**config.mk**
```make
export PLATFORM = sky130hd
export DESIGN_NAME = alu_issue
export DESIGN_NICKNAME = d
export VERILOG_FILES = /design/src/rtl/alu_pkg.sv /design/src/rtl/op_fifo.sv /design/src/rtl/alu_issue.sv
export SDC_FILE = /design/constraint.sdc
export NUM_CORES = 1
export LEC_CHECK = 0
export CAP_MARGIN = 20
export CORE_UTILIZATION = 56
export CTS_CLUSTER_DIAMETER = 100
export CTS_CLUSTER_SIZE = 16
export DETAILED_ROUTE_END_ITERATION = 8
export PLACE_DENSITY = 0.82
export SYNTH_ARGS = -nofsm -noshare
export SYNTH_HDL_FRONTEND = slang
export SYNTH_SLANG_ARGS = --single-unit
```
**constraint.sdc**
```tcl
create_clock -name clk -period 17.75 [get_ports clk]
set_clock_uncertainty 0.1 [all_clocks]
set_input_delay 4.4375 -clock clk [delete_from_list [all_inputs] [get_ports clk]]
set_output_delay 4.4375 -clock clk [all_outputs]
set_load 0.01 [all_outputs]
```
**src/rtl/alu_pkg.sv**
```systemverilog
// alu_pkg: function codes, FSM states and helpers shared by alu_issue.
package alu_pkg;
  localparam logic [2:0] F_ADD = 3'b000;
  localparam logic [2:0] F_INC = 3'b001;
  localparam logic [2:0] F_SUB = 3'b010;
  localparam logic [2:0] F_DEC = 3'b011;
  localparam logic [2:0] F_MUL = 3'b100;
  typedef enum logic [1:0] {IDLE, ISSUE, HOLD} state_e;
  function automatic logic is_illegal(input logic [2:0] f);
    return f[2:1] == 2'b11;
  endfunction
endpackage

```
**src/rtl/op_fifo.sv**
```systemverilog
// op_fifo: power-of-two operation queue with occupancy count.
module op_fifo #(
  parameter int DEPTH = 4,
  parameter int EW = 8
) (
  input  logic                     clk,
  input  logic                     rst,
  input  logic                     push,
  input  logic                     pop,
  input  logic [EW-1:0]            wdata,
  output logic [EW-1:0]            rdata,
  output logic [$clog2(DEPTH):0]   count,
  output logic                     full
);
  localparam int AW = $clog2(DEPTH);
  localparam int CW = AW + 1;
  logic [EW-1:0] mem_q [DEPTH];
  logic [AW-1:0] wr_q, wr_d, rd_q, rd_d;
  logic [CW-1:0] count_q, count_d;
  always_comb begin
    wr_d = wr_q + AW'(push);
    rd_d = rd_q + AW'(pop);
    count_d = count_q + CW'(push) - CW'(pop);
  end
  always_ff @(posedge clk) begin
    if (rst) begin
      wr_q <= '0;
      rd_q <= '0;
      count_q <= '0;
    end else begin
      wr_q <= wr_d;
      rd_q <= rd_d;
      count_q <= count_d;
    end
  end
  always_ff @(posedge clk) if (push) mem_q[wr_q] <= wdata;
  assign rdata = mem_q[rd_q];
  assign count = count_q;
  assign full = count_q == CW'(DEPTH);
endmodule

```
**src/rtl/alu_issue.sv**
```systemverilog
// alu_issue: queues ALU ops, issues one per two cycles, holds the result until taken.
// Optional ALU_ISSUE_ACC_EN: acc entries take operand A from the previous result.
module alu_issue
  import alu_pkg::*;
#(
  parameter int DEPTH = 4,
  parameter int W = 32
) (
  input  logic                   clk,
  input  logic                   rst,
  input  logic                   in_valid,
  output logic                   in_ready,
  input  logic [W-1:0]           in_a,
  input  logic [W-1:0]           in_b,
  input  logic [2:0]             in_f,
  input  logic                   in_acc,
  output logic [W-1:0]           alu_a,
  output logic [W-1:0]           alu_b,
  output logic [2:0]             alu_f,
  input  logic [W-1:0]           alu_r,
  output logic [W-1:0]           res_data,
  output logic                   res_valid,
  input  logic                   res_ready,
  output logic [$clog2(DEPTH):0] count,
  output logic                   err
);
  localparam int CW = $clog2(DEPTH) + 1;
  localparam int EW = 2 * W + 4;
  state_e state_q, state_d;
  logic [W-1:0] res_data_q, res_data_d;
  logic err_q, err_d;
  logic illegal, push, pop, full, issuing;
  logic [EW-1:0] head;
  logic [W-1:0] head_a, head_b, a_sel;
  logic [2:0] head_f;
  logic head_acc;
  logic [CW-1:0] count_after;
  op_fifo #(.DEPTH(DEPTH), .EW(EW)) u_fifo (
    .clk(clk),
    .rst(rst),
    .push(push),
    .pop(pop),
    .wdata({in_a, in_b, in_f, in_acc}),
    .rdata(head),
    .count(count),
    .full(full)
  );
  assign {head_a, head_b, head_f, head_acc} = head;
  always_comb begin
    illegal = is_illegal(in_f);
    in_ready = illegal || !full;
    push = in_valid && in_ready && !illegal;
    pop = state_q == ISSUE;
    count_after = count + CW'(push) - CW'(pop);
    state_d = state_q == ISSUE ? HOLD :
              (state_q == IDLE || res_ready) ? (count_after != '0 ? ISSUE : IDLE) : state_q;
    res_data_d = pop ? alu_r : res_data_q;
    err_d = err_q || (in_valid && illegal);
  end
  always_ff @(posedge clk) begin
    if (rst) begin
      state_q <= IDLE;
      res_data_q <= '0;
      err_q <= 1'b0;
    end else begin
      state_q <= state_d;
      res_data_q <= res_data_d;
      err_q <= err_d;
    end
  end
  always_comb begin
    issuing = state_q == ISSUE;
`ifdef ALU_ISSUE_ACC_EN
    a_sel = head_acc ? res_data_q : head_a;
`else
    // acc travels with the entry but has no effect in this build
    a_sel = head_acc ? head_a : head_a;
`endif
    alu_a = issuing ? a_sel : '0;
    alu_b = issuing ? head_b : '0;
    alu_f = issuing ? head_f : '0;
    res_valid = state_q == HOLD;
    res_data = res_data_q;
    err = err_q;
  end
endmodule

```
# Yosys cells after proc, flatten, opt, wreduce, memory -nomap -nowiden
# Memory sizes are Yosys's and may differ from the RTL's. A register that Yosys moved wholly into a read port is not among the register bits.
# Index checks and enable logic that the tools add are counted.
# word_totals
wordCells	37
memories	1
reg_bits	42
output_inout_bits	105
ramBits	272
# classes
eq_ne	4
reduce_logical	12
add_sub_neg	4
muxes	9
# memory_table
name	words	word_bits	rd	rd_clocked_by_memory_dff	wr	line	text
u_fifo.mem_q	4	68	1	1	1	op_fifo.sv:17	logic [EW-1:0] mem_q [DEPTH];
# ops
cell	count
$mux W32	2
$mux W2	3
$add A2 B1 Y2	2
$eq A2 B2 Y1 const B	2
$add A3 B1 Y3	1
$eq A3 B3 Y1 const B	1
$logic_and A1 B1 Y1	3
$logic_or A1 B1 Y1	3
$mux W1	3
$mux W3	1
$reduce_bool A3 Y1	1
$sub A3 B1 Y3	1
$eq A2 B1 Y1 const B	1
$logic_not A1 Y1	2
$logic_not A2 Y1	1
$reduce_bool A2 Y1	1
$reduce_or A2 Y1	1

# Depth between registers and ports, before layout
# Gate-level depths: netlist of the first run.
# depth
word_depth	11
mapped_depth	11

# Hierarchy
# A second synthesis of the first run with hierarchy kept.
# unflattened
cells_unflattened	628
hier_area_um2	11992.8
# by_module_without_submodules
mod	area_per_inst_um2	n_inst	cells_per_inst	seq_area_each_um2
op_fifo	10164.7	1	388	8308.0
alu_issue	1828.0	1	240	700.7

# Worst setup path after synthesis of the first run
# Ideal clock, no wire load.
# synth_timing
path_type	input to register
from	input port in_f[1]
to	memory u_fifo.mem_q[1][10] (netlist bit), enable pin
required_ns	17.062
t_arrival_ns	9.582
cell_stages	3
n_path_buf	0
path_slack_ns	7.479
cell_sequence	nand2_1 nand3_1 nor3b_1
# synth_via
elab_chain_len	6
word_cells_on_any_way	7
classes_between	1 x eq/ne; 2 x mux; 4 x reduce/logical
# synth_rtl
element	line	text
start, declared	alu_issue.sv:15	input logic [2:0] in_f,
$eq A2 B2 Y1 *	alu_pkg.sv:10	return f[2:1] == 2'b11;
$logic_or A1 B1 Y1	alu_issue.sv:51	in_ready = illegal || !full;
$logic_and A1 B1 Y1	alu_issue.sv:52	push = in_valid && in_ready && !illegal;
$logic_and A1 B1 Y1 *	alu_issue.sv:52	
$mux W1 *	op_fifo.sv:36	always_ff @(posedge clk) if (push) mem_q[wr_q] <= wdata;
$mux W1 (not written as such) *	op_fifo.sv:36	
end, declared	op_fifo.sv:17	
# Mark *: on every way between the ends. The rest lies on a longest branch, timed or not.

# Worst setup path after layout of the first run
# layout_timing
from	input port in_f[1]
to	output port in_ready
# layout_via
elab_chain_len	2
# layout_rtl
element	line	text
$eq A2 B2 Y1	alu_pkg.sv:10	
$logic_or A1 B1 Y1	alu_issue.sv:51	
end, declared	alu_issue.sv:12	output logic in_ready,
# No other way between the ends.

==> run_results.csv, run 1 <==
group,metric,value,unit
yosys,netlist_area,11720,um2
setup_path,cp_max_fo,6,
placement,dp_hpwl,13.86,mm
clocking,post-cts-setup-buffer-count,0,
sta,holdWs,359.6,ps
die,dieArea,21510,um2
yosys,ys.warnings.count,0,
global_routing,grt_max_degree,69,
yosys,synthCells,615,
sta,clock.fmax,97.10,MHz
clocking,tritoncts,"built",
detailed_routing,drc_errors,0,
yosys,synthMuxAreaShare,0.1287,
sta,worst_pin_slew,1056,ps
yosys,ys_ff_latch,310,
yosys,ys_types,29,
die,rows,52,
die,start_util,0.5755,
sta,finalSetupTns,0,ps
placement,io_buffers,207,
power_and_ir_drop,power_density,128.4,nW/um2
yosys,avgSynthCellArea,19.06,um2
global_routing,antenna_found_initial,0,
global_routing,grt_pass1_wl,35.97,mm
yosys,synth-simple-area-share,0.06587,
yosys,synth_top_family_by_area,"multiplexers",
setup_path,cp_slowest_stage_delay,600,ps
setup_path,cp.arrival,5760,ps
die,die_x,146.7,um
power_and_ir_drop,power,1880,uW
status,status,"complete, no violations",
detailed_routing,wl_per_cell,20.72,um
layout,drive_gt1_frac,0.1337,
min_path,hp-class,"reg2reg",
clocking,ctsLongestPathBuffers,3,
clocking,clk_pin_slew,70,ps
yosys,synthXorXnorAreaFrac,0.003523,
detailed_routing,vias_per_cell,5.567,
die,dieHeight,146.7,um
die,core_area,20360,um2
detailed_routing,dr_total_vias,6124,
yosys,ys_seq_area_frac,0.7584,
yosys,synth_fa_ha_area_frac,0.005978,
placement,routabilityCongestion,0.9121,
sta,rsz0062_at_grt,"no",
sta,setup_viol,0,
setup_path,path_cells,"clkdlybuf4s50_1 -> nand2_1 -> nand2b_1 -> clkdlybuf4s50_1",
layout,n_antenna_cell,0,
sta,slew_viol_final,0,
setup_path,end_kind,"output pin",
setup_path,path_common_cell,"clkdlybuf4s50_1",
clocking,postCtsHoldBufs,0,
setup_path,critPathSlowestCell,"clkdlybuf4s50_1",
global_routing,grt_pass1_vias,6563,
layout,layout_commonest_cell,"edfxtp_1",
global_routing,overflow,0,
setup_path,crit_type,"in2out",
sta,post-route-period-util,0.5802,
clocking,cts-root-buf,"clkbuf_16",
setup_path,critPathRequiredTime,13210,ps
layout,area_delta_synth_final,24.92,%
clocking,cts.sinks,310,
power_and_ir_drop,p_leak,0.004703,uW
detailed_routing,first_pass_iters,4,
global_routing,grt_usage,0.2190,
sta,hold_viol,0,
detailed_routing,wl,22.79,mm
power_and_ir_drop,peakVddDrop,0.00008627,V
run,cap_violations,0,
clocking,cts_resized,0,
sta,min_period,10300,ps
detailed_routing,drtAntennaViolNets,0,
sta,slew_headroom,0.2957,
die,io_pins,209,
clocking,cts_max_level,1,
setup_path,start_kind,"primary input",
yosys,synth_nets,724,
layout,fin_nets,931,
layout,layout_common_cells,"268 x edfxtp_1, 207 x clkdlybuf4s50_1, 67 x mux4_2, 67 x and2_1, 65 x nand2_1",
clocking,clock_latency,510,ps
detailed_routing,drt_iter0_markers,354,
yosys,synth_compound_area_frac,0.01697,
clocking,cts_made_buffers,23,
==> routing by layer <==
metal	global-route usage	vias up	wire (um)
li1	-	2771	-
met1	0.2810	3065	8981
met2	0.3730	249	11360
met3	0.05531	39	1907
met4	0.06042	0	544
met5	0	-	0
==> registers in the layout (all words and copies together), names as in the netlist <==
signal        count
u_fifo.mem_q    268
u_fifo.wr_q       2
u_fifo.count      3
state_q           2
u_fifo.rd_q       2
err               1
res_data         32
==> cells by family after synthesis <==
logic type | count (synthesis)
flip-flops | 310
AND/OR/NAND/NOR | 151
multiplexers | 67
buffers and inverters | 41
AO/OA/AOI/OAI | 38
adder cells (fa/ha/maj) | 5
XOR/XNOR | 3
==> final timing paths <==
check	startpoint	end	slack (ps)	depth (start not counted)
worst min-delay path	res_data[2]	res_data[2]	360	2
worst max register to register	state_q[1]	state_q[0]	14310	10
worst max-delay path	in_f[1]	in_ready	7450	4
worst min register to register	res_data[2]	res_data[2]	360	2
==> worst max-delay path: cells and delay by family <==
kind / cells / cell delay [ps]
buffers and inverters: 2 / 1130
AND/OR/NAND/NOR: 2 / 200
==> where the power goes <==
group	switching, uW	leakage [uW]	internal (uW)
registers	56.0	0.00279	863
clock network	226	0.000303	238
logic	212	0.00161	285
==> synthesized netlist by cell type (all sizes together) <==
cell type,count,area share
fa,1,0.0017
nand3,1,0.00043
and2,67,0.036
ha,4,0.0043
a21oi,34,0.015
a211o,1,0.00075
inv,6,0.0019
edfxtp,268,0.69
nor2b,5,0.0027
buf,14,0.012
nand2b,3,0.0016
dfxtp,42,0.072
and3,1,0.00053
nor3b,2,0.0013
clkbuf,21,0.0067
xor3,1,0.0020
mux4,67,0.13
xnor2,2,0.0015
nor2,5,0.0016
or3b,1,0.00075
nor3,1,0.00043
nand2,65,0.021
o21ai,1,0.00043
a31oi,1,0.00053
a31o,1,0.00075
==> layout make-up <==
| cell class | instances | area [um2] |
|---|---|---|
| Clock buffer | 31 | 605.6 |
| Clock inverter | 2 | 20.02 |
| Fill cell | 1256 | 5724 |
| Inverter | 6 | 22.52 |
| Multi-Input combinational cell | 264 | 2611 |
| Sequential cell | 310 | 8896 |
| Tap cell | 270 | 337.8 |
| Timing Repair Buffer | 217 | 2147 |
==> per-stage QoR <==
| step | std cells | setup slack [ps] | util | cell area [um2] |
|---|---|---|---|---|
| after floorplan | 615 | 7479 | - | 11720 |
| after global placement | 1067 | 7448 | 0.6882 | 14010 |
| after detailed placement | 1067 | 7444 | 0.6882 | 14010 |
| after CTS | 1100 | 7444 | 0.7189 | 14640 |
| after global routing | 1100 | 7395 | 0.7189 | 14640 |
| final | 1100 | 7451 | 0.7189 | 14640 |
Note: power is estimated with default switching activity, not from simulation.
==> run 2: changes to the inputs <==
--- a/config.mk
+++ b/config.mk
@@ -6,11 +6,11 @@
 export NUM_CORES = 1
 export LEC_CHECK = 0
 export CAP_MARGIN = 20
-export CORE_UTILIZATION = 56
+export CORE_UTILIZATION = 47
 export CTS_CLUSTER_DIAMETER = 100
 export CTS_CLUSTER_SIZE = 16
 export DETAILED_ROUTE_END_ITERATION = 8
-export PLACE_DENSITY = 0.82
+export PLACE_DENSITY = 0.73
 export SYNTH_ARGS = -nofsm -noshare
 export SYNTH_HDL_FRONTEND = slang
 export SYNTH_SLANG_ARGS = --single-unit
==> constraint.sdc (replaced) <==
create_clock -name clk -period 9.4 [get_ports clk]
set_clock_uncertainty 0.1 [all_clocks]
set_input_delay 2.35 -clock clk [delete_from_list [all_inputs] [get_ports clk]]
set_output_delay 2.35 -clock clk [all_outputs]
set_load 0.01 [all_outputs]
==> run 2 against run 1 <==
  * Flip-flop and latch count unchanged
  * Clock power increased by 96%
  * Largest power group unchanged
  * Core utilization decreased by 11 points
  * Sequential power increased by 87%
==> run_results.csv, run 2 (synthesized netlist as in run 1, its figures left out) <==
group,metric,value,unit
setup_path,crit_type,"in2out",
power_and_ir_drop,p_clk_frac,0.254,
die,dieArea,25570,um2
status,status,"complete, no violations",
clocking,cts_max_level,1,
detailed_routing,vias_per_cell,5.251,
detailed_routing,wl_per_cell,19.51,um
sta,post-route-period-util,0.6551,
setup_path,path_common_cell,"clkdlybuf4s50_1",
setup_path,critPathRequiredTime,6950,ps
sta,clock.fmax,162.4,MHz
setup_path,end_kind,"output pin",
setup_path,cp.arrival,3710,ps
setup_path,r2r_start,"state_q[1]",
layout,layout_commonest_cell,"edfxtp_1",
die,io_pins,209,
detailed_routing,drc_errors,0,
run,cap_violations,0,
clocking,post-cts-setup-buffer-count,0,
setup_path,cp_slowest_stage_delay,610,ps
layout,n_antenna_cell,0,
placement,detailed_place.area,14060,um2
sta,worst_pin_slew,1067,ps
die,die_x,159.9,um
setup_path,cp_top_family,"buffers and inverters",
power_and_ir_drop,p_leak,0.004711,uW
setup_path,start_kind,"primary input",
power_and_ir_drop,peakVddDrop,0.0001877,V
clocking,ctsLongestPathBuffers,3,
power_and_ir_drop,combPwrFrac,0.265,
sta,slew_viol_final,0,
sta,finalSetupTns,0,ps
layout,fin_area,14740,um2
sta,min_period,6158,ps
clocking,clock_latency,520,ps
setup_path,worst-r2r-cell-count,10,
placement,dp_hpwl,13.31,mm
setup_path,worst-path-buf-inv,2,
sta,setup_viol,0,
power_and_ir_drop,power_density,242.8,nW/um2
detailed_routing,drtAntennaViolNets,0,
clocking,tritoncts,"built",
clocking,cts.sinks,310,
power_and_ir_drop,p_switching,945.8,uW
placement,routabilityCongestion,0.8191,
setup_path,cp_max_fo,6,
power_and_ir_drop,intPower,2634,uW
layout,fin_nets,929,
global_routing,grt_max_degree,102,
setup_path,critPathLaunch,"in_f[2]",
power_and_ir_drop,seqPwrFrac,0.481,
min_path,hp-class,"reg2reg",
layout,area_delta_synth_final,25.78,%
sta,rsz0062_at_grt,"no",
die,core_area,24390,um2
global_routing,grt_pass1_wl,35.85,mm
placement,io_buffers,207,
global_routing,antenna_found_initial,0,
die,rows,57,
sta,slew_headroom,0.2890,
setup_path,timing.rr.end,"state_q[0]",
die,dieHeight,159.9,um
detailed_routing,first_pass_iters,4,
clocking,clk_pin_slew,60,ps
clocking,postCtsHoldBufs,0,
sta,hold_viol,0,
global_routing,overflow,0,
layout,drive_gt1_frac,0.1304,
clocking,cts_made_buffers,23,
detailed_routing,wl,22.63,mm
layout,layout_common_cells,"268 x edfxtp_1, 207 x clkdlybuf4s50_1, 67 x mux4_2, 67 x and2_1, 65 x nand2_1",
setup_path,r2r_slack,6270,ps
layout,largest_reg_flops,268,
setup_path,cp-endpoint,"in_ready",
global_routing,grt_pass1_vias,6677,
setup_path,cp.depth,4,
die,start_util,0.4805,
setup_path,path_cells,"clkdlybuf4s50_1 -> nand2_1 -> nand2b_1 -> clkdlybuf4s50_1",
clocking,cts_resized,0,
detailed_routing,drt_iter0_markers,379,
clocking,cts-root-buf,"clkbuf_16",
power_and_ir_drop,p_sw_frac,0.2642,
layout,largest_register,"u_fifo.mem_q",
detailed_routing,dr_total_vias,6091,
global_routing,grt_usage,0.1817,
setup_path,critPathSlowestCell,"clkdlybuf4s50_1",
==> run 2: cell types whose count changed in the layout (fill, tap and decap cells not counted) <==
cell / delta
clkbuf_1: +8
buf_4: -3
buf_8: +1
inv_16: +1
inv_6: -1
==> run 2: power by group through the flow <==
stage,combinational [uW],clock (uW),sequential (uW)
finish,948,910,1720
detailed placement,956,0,1760
global route,1030,988,1740
CTS,962,936,1730
global placement,936,0,1750
floorplan,612,0,1720
==> run 2: routing by layer <==
| layer | GRT usage | routed length, um | vias to the layer above |
|---|---|---|---|
| li1 | - | - | 2774 |
| met1 | 0.2169 | 8842 | 3054 |
| met2 | 0.3269 | 11480 | 228 |
| met3 | 0.04727 | 1827 | 35 |
| met4 | 0.04675 | 486 | 0 |
| met5 | 0 | 0 | - |
==> run 2: tightest hold or removal path, cell delays in order (launching register included) <==
cell and delay (ps):
dfxtp_1 310, nand2_1 50, a21oi_1 50
==> run 2: worst min-delay path by stage <==
stage | startpoint | end | slack (ps) | cells past startpoint
after detailed placement | res_data[7] | res_data[7] | 350 | 2
after global placement | res_data[1] | res_data[1] | 340 | 2
final | res_data[7] | res_data[7] | 350 | 2
after floorplan | state_q[1] | state_q[1] | 380 | 2
after global routing | res_data[7] | res_data[7] | 370 | 2
after CTS | res_data[7] | res_data[7] | 360 | 2
==> run 2: layout make-up <==
class	count	area (um2)
well taps	324	405.4
multi-input cells	264	2611
clock buffers	39	635.6
fillers	1774	9649
repair buffers	215	2140
clock inverters	2	31.28
flip-flops and latches	310	8896
inverters	6	22.52
==> run 2: stage by stage <==
| stage | util | setup WS (ps) | total power [uW] | hold slack [ps] | cells |
|---|---|---|---|---|---|
| after detailed placement | 0.5764 | 3269 | 2714 | 346.1 | 1118 |
| after global routing | 0.6044 | 3187 | 3757 | 373.9 | 1160 |
| final | 0.6044 | 3242 | 3580 | 354.1 | 1160 |
| after global placement | 0.5764 | 3298 | 2685 | 340.9 | 1118 |
| after CTS | 0.6038 | 3256 | 3625 | 355.7 | 1159 |
| after floorplan | - | 1217 | 2329 | 375.2 | 615 |
==> run 3: changes to the inputs <==
--- a/config.mk
+++ b/config.mk
@@ -6,11 +6,11 @@
 export NUM_CORES = 1
 export LEC_CHECK = 0
 export CAP_MARGIN = 20
-export CORE_UTILIZATION = 47
+export CORE_UTILIZATION = 52
 export CTS_CLUSTER_DIAMETER = 100
 export CTS_CLUSTER_SIZE = 16
 export DETAILED_ROUTE_END_ITERATION = 8
-export PLACE_DENSITY = 0.73
+export PLACE_DENSITY = 0.77
 export SYNTH_ARGS = -nofsm -noshare
 export SYNTH_HDL_FRONTEND = slang
 export SYNTH_SLANG_ARGS = --single-unit
==> constraint.sdc (replaced) <==
create_clock -name clk -period 6.09 [get_ports clk]
set_clock_uncertainty 0.1 [all_clocks]
set_input_delay 1.5225 -clock clk [delete_from_list [all_inputs] [get_ports clk]]
set_output_delay 1.5225 -clock clk [all_outputs]
set_load 0.01 [all_outputs]
==> run 3 against run 2 <==
  * The flow now finishes with violations (DRC)
  * Via count up 0.53%
  * Flip-flop and latch count unchanged
  * Sequential power up 55%
  * Largest cell class unchanged
  * Setup slack worse by 1700 ps
  * Wire length down 0.91%
  * Critical path depth unchanged
  * Core utilization up 6.5 points
  * Largest power group unchanged
  * Clock power up 52%
  * Combinational power up 55%
  * Non-clock buffer count up 3
  * Count of clock-buffer cells in the layout up 1
==> run_results.csv, run 3 (synthesized netlist as in run 1, its figures left out) <==
group,metric,value,unit
clocking,cts.sinks,310,
setup_path,critPathSlowestCell,"dfxtp_4",
detailed_routing,wl,22.43,mm
clocking,cts_resized,0,
layout,largest_register,"u_fifo.mem_q",
placement,pre_cts_ws,1614,ps
clocking,clock_latency,510,ps
global_routing,grt_usage,0.1995,
power_and_ir_drop,p_leak,0.004722,uW
clocking,clk_pin_slew,70,ps
sta,min_period,4584,ps
clocking,cts_max_level,1,
detailed_routing,drc_errors,44,
detailed_routing,dr_total_vias,6123,
detailed_routing,drtAntennaViolNets,0,
clocking,cts-root-buf,"clkbuf_16",
setup_path,path_cells,"buf_12 -> mux4_2 -> and2_1 -> clkdlybuf4s50_1",
die,core_area,21960,um2
setup_path,cp_top_family,"buffers and inverters",
die,dieArea,23140,um2
global_routing,grt_pass1_wl,35.84,mm
detailed_routing,vias_per_cell,5.467,
placement,routabilityCongestion,0.7733,
status,violations,"DRC",
global_routing,overflow,0,
setup_path,cp.depth,4,
setup_path,crit_type,"reg2out",
sta,rsz0062_at_grt,"no",
layout,num-fill-cells,1445,
placement,dp_hpwl,13.42,mm
layout,layout_commonest_cell,"edfxtp_1",
detailed_routing,drt_iter0_markers,377,
layout,area_delta_synth_final,25.48,%
clocking,cts_made_buffers,23,
global_routing,antenna_found_initial,2,
power_and_ir_drop,power_density,375.2,nW/um2
die,rows,54,
setup_path,cp.arrival,2960,ps
run,cap_violations,0,
status,status,"complete, but fails checks",
setup_path,critPathLaunch,"u_fifo.rd_q[0]",
setup_path,start_kind,"flop",
clocking,ctsLongestPathBuffers,3,
sta,hold_viol,0,
sta,post-route-period-util,0.7527,
power_and_ir_drop,peakVddDrop,0.0002815,V
global_routing,grt_max_degree,69,
clocking,tritoncts,"built",
layout,n_antenna_cell,0,
die,start_util,0.5337,
layout,layout_common_cells,"268 x edfxtp_1, 207 x clkdlybuf4s50_1, 67 x mux4_2, 67 x and2_1, 65 x nand2_1",
placement,io_buffers,207,
setup_path,cp_max_fo,37,
layout,largest_reg_flops,268,
sta,fin_ws,1506,ps
die,io_pins,209,
clocking,post-cts-setup-buffer-count,0,
sta,clock.fmax,218.2,MHz
min_path,hp-class,"reg2reg",
setup_path,cp-endpoint,"alu_a[5]",
sta,slew_headroom,0.3032,
layout,fin_nets,932,
sta,finalSetupTns,0,ps
sta,slew_viol_final,0,
clocking,postCtsHoldBufs,0,
die,die_x,152.1,um
detailed_routing,first_pass_iters,7,
setup_path,r2r_start,"state_q[1]",
sta,setup_viol,0,
setup_path,cp_slowest_stage_delay,800,ps
layout,drive_gt1_frac,0.1333,
die,dieHeight,152.1,um
setup_path,critPathRequiredTime,4470,ps
detailed_routing,wl_per_cell,20.02,um
setup_path,worst-r2r-cell-count,10,
setup_path,end_kind,"output pin",
setup_path,r2r_slack,3340,ps
global_routing,grt_pass1_vias,6578,
sta,holdWs,359.3,ps
sta,worst_pin_slew,1045,ps
setup_path,worst-path-buf-inv,2,
setup_path,timing.rr.end,"state_q[0]",
[run 3: area by class of cell]
class | instances | area [um2] | share of cell area
clock inverters | 2 | 20.02 | 0.001361
multi-input cells | 264 | 2611 | 0.1776
flip-flops and latches | 310 | 8896 | 0.6049
well taps | 280 | 350.3 | 0.02382
repair buffers | 218 | 2167 | 0.1474
inverters | 6 | 22.52 | 0.001531
clock buffers | 40 | 639.4 | 0.04347
[run 3: how the worst min path moves through the flow]
stage / from / endpoint / slack (ps) / depth (start not counted)
after floorplan: state_q[1] / state_q[1] / 380 / 2
after global placement: res_data[7] / res_data[7] / 340 / 2
after detailed placement: res_data[0] / res_data[0] / 350 / 2
after CTS: res_data[0] / res_data[0] / 360 / 2
after global routing: res_data[29] / res_data[29] / 380 / 2
final: res_data[0] / res_data[0] / 360 / 2
[run 3: power breakdown]
part	leakage [uW]	internal, uW	switching [uW]
combinational	0.00162	841	628
clock	0.000314	718	667
sequential	0.00279	2510	152
total	0.00472	4070	1450
[run 3: worst reg2reg max path, cell delays in order, from the launching register on]
cell,delay [ps]
dfxtp_1,340
nand2b_1,180
inv_2,70
buf_4,460
ha_1,210
inv_1,50
ha_1,190
fa_1,400
xor3_1,240
a211o_1,310
a21oi_1,130
[run 3: through the flow]
step                      std cells  power (uW)    util  instance area, um2
final                          1120        5518  0.6697               14710
after global placement         1078        4152  0.6397               14050
after detailed placement       1078        4200  0.6397               14050
after floorplan                 615        3594       -               11720
after global routing           1120        5786  0.6697               14710
after CTS                      1120        5593  0.6697               14710
[run 3: per-layer routing]
| metal | part of all wire | vias up | wire length, um | track usage |
|---|---|---|---|---|
| li1 | - | 2783 | - | - |
| met1 | 0.40 | 3096 | 8895 | 0.2535 |
| met2 | 0.51 | 213 | 11420 | 0.3487 |
| met3 | 0.079 | 29 | 1772 | 0.05034 |
| met4 | 0.014 | 2 | 324 | 0.04227 |
| met5 | 0.00058 | - | 13 | 0 |
